$ cat config.mk
export PLATFORM = sky130hd
export DESIGN_NAME = tdm_demux_4ch
export DESIGN_NICKNAME = d
export VERILOG_FILES = /design/src/rtl/tdm_demux_4ch.sv
export SDC_FILE = /design/constraint.sdc
export NUM_CORES = 1
export LEC_CHECK = 0
export ABC_CLOCK_PERIOD_IN_PS = 2800
export CORE_MARGIN = 1
export CORE_UTILIZATION = 36
export CTS_CLUSTER_DIAMETER = 100
export CTS_CLUSTER_SIZE = 40
export DETAILED_ROUTE_END_ITERATION = 8
export DONT_BUFFER_PORTS = 1
export SKIP_LAST_GASP = 1
export SYNTH_ARGS = -nofsm -noshare
export SYNTH_HDL_FRONTEND = slang
export SYNTH_SLANG_ARGS = --single-unit
$ cat constraint.sdc
create_clock -name clk -period 2.8 [get_ports clk]
set_clock_uncertainty 0.05 [all_clocks]
set_input_delay 0.28 -clock clk [delete_from_list [all_inputs] [get_ports clk]]
set_output_delay 0.28 -clock clk [all_outputs]
set_load 0.005 [all_outputs]
$ cat src/rtl/tdm_demux_4ch.sv
// Receive end of a 4-channel TDM link: serial MSB-first bits are collected into
// four W-bit channel slots per frame, with frame-sync hunting and resync on error.
module tdm_demux_4ch #(
    parameter int unsigned W = 8
) (
    input  logic           clk,
    input  logic           rst_n,
    input  logic           din,
    input  logic           din_valid,
    input  logic           fsync,
    output logic [4*W-1:0] ch_data,
    output logic [3:0]     ch_valid,
    output logic           frame_done,
    output logic           sync_err,
    output logic           locked
);

    localparam int unsigned IW = $clog2(4 * W);

    typedef enum logic {
        IDLE,
        RECV
    } state_t;

    state_t         r_state;
    state_t         w_state_nxt;
    logic [IW-1:0]  r_idx;
    logic [IW-1:0]  w_idx_nxt;
    // Only W-1 history bits are stored; the incoming din completes each word.
    logic [W-2:0]   r_shift;
    logic [W-2:0]   w_shift_nxt;
    logic [W-1:0]   w_word;
    logic [4*W-1:0] r_data;
    logic [4*W-1:0] w_data_nxt;
    logic [3:0]     r_valid;
    logic [3:0]     w_valid_nxt;
    logic           r_done;
    logic           w_done_nxt;
    logic           r_err;
    logic           w_err_nxt;

    always_ff @(posedge clk or negedge rst_n) begin
        if (!rst_n) begin
            r_state <= IDLE;
        end else begin
            r_state <= w_state_nxt;
        end
    end

    always_comb begin
        w_state_nxt = r_state;
        w_idx_nxt   = r_idx;
        w_shift_nxt = r_shift;
        w_data_nxt  = r_data;
        w_valid_nxt = '0;
        w_done_nxt  = 1'b0;
        w_err_nxt   = 1'b0;
        w_word      = {r_shift, din};

        if (din_valid) begin
            if (fsync) begin
                // In RECV the index is never 0, so any sync there is mid-frame.
                w_err_nxt   = (r_state == RECV);
                w_shift_nxt = (W-1)'(din);
                w_idx_nxt   = IW'(1);
                w_state_nxt = RECV;
            end else if (r_state == RECV) begin
                w_shift_nxt = w_word[W-2:0];
                w_idx_nxt   = r_idx + IW'(1);
                for (int unsigned k = 0; k < 4; k++) begin
                    if (r_idx == IW'(k * W + W - 1)) begin
                        w_data_nxt[k*W +: W] = w_word;
                        w_valid_nxt[k]       = 1'b1;
                    end
                end
                if (r_idx == IW'(4 * W - 1)) begin
                    w_idx_nxt   = '0;
                    w_state_nxt = IDLE;
                    w_done_nxt  = 1'b1;
                end
            end
        end
    end

    always_ff @(posedge clk or negedge rst_n) begin
        if (!rst_n) begin
            r_idx   <= '0;
            r_shift <= '0;
            r_data  <= '0;
            r_valid <= '0;
            r_done  <= 1'b0;
            r_err   <= 1'b0;
        end else begin
            r_idx   <= w_idx_nxt;
            r_shift <= w_shift_nxt;
            r_data  <= w_data_nxt;
            r_valid <= w_valid_nxt;
            r_done  <= w_done_nxt;
            r_err   <= w_err_nxt;
        end
    end

    assign ch_data    = r_data;
    assign ch_valid   = r_valid;
    assign frame_done = r_done;
    assign sync_err   = r_err;
    assign locked     = (r_state == RECV);

endmodule

==> impl_results.md <==
- Total of warnings raised by yosys: 0
- Die outline width: between 70 and 80 um
- Maximum operating frequency: 456 MHz
- Area of the multi-input gates: slightly above 700 um2
- Total via count in the routed design: approximately 1200
- Cell accounting for the most synthesized area: sky130_fd_sc_hd__dfrtp_1
- Synthesized instance count: ~150
- First DRT Iteration DRCs: a little over 60
- Die area: between 0.006 and 0.007 mm2
- Top-level I/O count: 44
- CTS Sinks: 50
- Cells along the critical path: ha_1, nand2_1, nor2_1, ha_1, nand2_1, mux2_2
- Run status: completed
- Post-layout total power: approximately 1.3 mW
- Share of synthesized area occupied by flip-flops and latches: 0.609
- Initial Util: 0.373
- Register-to-register path setup slack: 0.61 ns
- Setup crit start: r_idx[0]
- Antenna violations before repair: 0
- Number of I/O port buffers: 0
- Via count of the first global-routing pass: between 1000 and 1500
- Count of unique library cells instantiated by Yosys: 27
- Post-synthesis cell area: 0.00205 mm2
- Number of remaining DRC errors: 0
- Count of nets after finishing: about 160
- Fillers: around 520
- Capturing element type of the critical path: flip-flop
- Wirelength per Cell: about 18 um
- GP Congestion: roughly 0.80
- Dpl hpwl: 2760 um
- Worst hold-check path type: in2reg
- Wire length after detailed routing: 4090 um
- Largest voltage drop on the vdd net: 0.000223 V
- Endpoint of the lowest-slack register-to-register path: ch_data[31]
- Worst hold path depth: 1
- Flip-flop and latch count after synthesis: 50
- Number of inserted diodes: 0
- Number of antenna-violating nets in the routed design: 0
- Final period util: 0.783
- Global-route wire length before repair: 6870 um
- Clock Tree Buf Depth: 2
- Minimum clock period: roughly 2.2 ns
- Setup TNS: 0 ns
- Seq. cell area: ~0.0013 mm2
- Clock Tree Root: sky130_fd_sc_hd__clkbuf_8
- Clock slew seen by the registers of the worst setup and hold paths: approximately 0.09 ns
- Die Y-Extent: 77.5 um
- Average instance area after synthesis: 14.1 um2
- Worst slew margin relative to its limit: 0.496
- Pleak: between 1 and 1.5 nW
- Kind of launch point of the worst setup path: flip-flop
- Standard cell core area: approximately 0.0055 mm2
- Launch point of the worst reg-to-reg path: r_idx[0]
- Row Count: 27
- Clk_lat worst skew: about 0.30 ns
- Actual transition at the worst max-transition pin: about 0.75 ns
- Family with the most delay on the worst path: simple AND/OR/NAND/NOR gates
- Overflow left after global routing: 0
- CTS buffer count: 5
- Crit path buffers/inverters: 0
- Critical path required time: 2.94 ns
- Slowest cell on the critical path: sky130_fd_sc_hd__dfrtp_1
- RSZ-0062 raised after global routing: no
- Count of final setup violators: 0
- Start point of the worst hold path: fsync
- Path type of the worst setup path: reg2reg
- Total of max-cap violations: 0
- Post-Syn Nets: 154
- Worst stage delay on the critical path: approximately 0.44 ns
- CTS tree: built
- Level count of the clock H-tree: 2
- Count of pins over their slew limit: 0
- R2R cell count: 6
- Router iterations before antenna repair: 4
- Aggregate global-route resource usage: 0.151
- Final count of hold timing violations: 0
- Pin count of the biggest net entering global routing: 51
- Hold Path Sink: r_shift[6]
- Pwr/cell area: between 500 and 600 mW/mm2
- Share of the synthesized area in the top cell type: 0.609
- Cell types occupying the most area after synthesis: sky130_fd_sc_hd__dfrtp_1 61%, sky130_fd_sc_hd__mux2_2 14%, sky130_fd_sc_hd__mux2_4 5.8%, sky130_fd_sc_hd__inv_1 2.7%, sky130_fd_sc_hd__a22oi_1 2.2%
- Layout area overhead: 9.07%
- Share of layout cells above drive strength 1: 0.291
- Arr. time, crit path: 2.33 ns
- Critical path peak fanout: 9
- Vias per inst: around 5.4
## area by class of cell
cell class                 instances  share of cell area
multi-input combinational         76               0.320
tap                               72              0.0402
timing repair buffer               3              0.0212
clock buffer                       5              0.0307
sequential                        50               0.558
clock inverter                     2             0.00447
inverter                          15              0.0251
## synthesized netlist by cell type
library cell / instances
sky130_fd_sc_hd__dfrtp_1: 50
sky130_fd_sc_hd__a32oi_1: 1
sky130_fd_sc_hd__a22oi_1: 6
sky130_fd_sc_hd__nand2_1: 5
sky130_fd_sc_hd__mux2_4: 8
sky130_fd_sc_hd__nand3b_2: 1
sky130_fd_sc_hd__mux2_2: 25
sky130_fd_sc_hd__and4b_1: 1
sky130_fd_sc_hd__inv_1: 15
sky130_fd_sc_hd__and3_1: 1
sky130_fd_sc_hd__o221ai_1: 1
sky130_fd_sc_hd__nor4_4: 1
sky130_fd_sc_hd__nor2_1: 1
sky130_fd_sc_hd__a22o_1: 2
sky130_fd_sc_hd__o22ai_1: 7
sky130_fd_sc_hd__clkbuf_1: 3
sky130_fd_sc_hd__nand4_1: 1
sky130_fd_sc_hd__nor3b_1: 1
sky130_fd_sc_hd__o21ai_0: 6
sky130_fd_sc_hd__and2_1: 1
sky130_fd_sc_hd__nor2b_1: 1
sky130_fd_sc_hd__buf_6: 1
sky130_fd_sc_hd__or4_4: 1
sky130_fd_sc_hd__buf_4: 1
sky130_fd_sc_hd__ha_1: 3
sky130_fd_sc_hd__a31oi_1: 1
sky130_fd_sc_hd__and3b_1: 1
## metrics by stage
stage | setup WS (ns) | area (um2) | util | std cells | hold slack, ns
final | 0.607 | 2240 | 0.407 | 223 | 0.00957
after global routing | 0.491 | 2240 | 0.407 | 223 | 0.00339
after global placement | 0.747 | 2110 | 0.384 | 213 | -0.0644
after floorplan | 0.999 | 2050 | - | 146 | -0.0656
after detailed placement | 0.630 | 2110 | 0.384 | 213 | -0.0644
after CTS | 0.610 | 2240 | 0.407 | 223 | 0.00227
## worst max path at each step
stage                       end  cells after the start
CTS                 ch_data[31]                      6
finish              ch_data[31]                      6
global placement    ch_data[28]                      6
global route        ch_data[28]                      6
detailed placement  ch_data[31]                      6
floorplan           ch_data[24]                      6
## flip-flops by register name, summed over array words and instances, names as in the netlist
register,count
r_shift,7
frame_done,1
sync_err,1
ch_data,32
locked,1
r_idx,5
ch_valid,3
## report_power, final
| group | switching [mW] | internal, mW | total (mW) |
|---|---|---|---|
| Clock | 0.222 | 0.168 | 0.390 |
| Combinational | 0.0475 | 0.0543 | 0.102 |
| Sequential | 0.0500 | 0.762 | 0.812 |
| Total | 0.320 | 0.984 | 1.30 |
## cell usage in the layout, fill, tap and decap left out
cell	Yosys	routed
sky130_fd_sc_hd__dfrtp_1	50	50
sky130_fd_sc_hd__mux2_2	25	25
sky130_fd_sc_hd__inv_1	15	15
sky130_fd_sc_hd__mux2_4	8	8
sky130_fd_sc_hd__o22ai_1	7	7
sky130_fd_sc_hd__a22oi_1	6	6
sky130_fd_sc_hd__o21ai_0	6	6
sky130_fd_sc_hd__nand2_1	5	5
sky130_fd_sc_hd__clkbuf_8	0	5
sky130_fd_sc_hd__ha_1	3	3
sky130_fd_sc_hd__a22o_1	2	2
sky130_fd_sc_hd__clkinv_2	0	2
sky130_fd_sc_hd__dlygate4sd3_1	0	2
sky130_fd_sc_hd__and3b_1	1	1
sky130_fd_sc_hd__nand3b_2	1	1
sky130_fd_sc_hd__or4_4	1	1
sky130_fd_sc_hd__nor4_4	1	1
sky130_fd_sc_hd__nor2_1	1	1
sky130_fd_sc_hd__and3_1	1	1
sky130_fd_sc_hd__and2_1	1	1
sky130_fd_sc_hd__a31oi_1	1	1
sky130_fd_sc_hd__and4b_1	1	1
sky130_fd_sc_hd__nand4_1	1	1
sky130_fd_sc_hd__o221ai_1	1	1
sky130_fd_sc_hd__nor2b_1	1	1
sky130_fd_sc_hd__a32oi_1	1	1
sky130_fd_sc_hd__nor3b_1	1	1
sky130_fd_sc_hd__buf_16	0	1
## repair_timing
| action | CTS | global route |
|---|---|---|
| buffers inserted | 0 | 0 |
| hold endpoints to repair | 52 | 0 |
| resized for setup | 0 | 0 |
| hold buffers | 3 | 0 |
## logic make-up after synthesis
logic type	count (synthesis)	synth area share
buffers and inverters	20	0.0420
AND/OR/NAND/NOR	16	0.0573
multiplexers	33	0.195
AO/OA/AOI/OAI	24	0.0780
flip-flops	50	0.609
adder cells (fa/ha/maj)	3	0.0183
## routing by layer
metal  track usage  vias up  share of wire
li1              -      528              -
met1         0.169      628           0.39
met2         0.257       48           0.51
met3        0.0600        6          0.085
met4        0.0547        0          0.015
met5             0        -              0
Note: power is estimated with default switching activity, not from simulation.
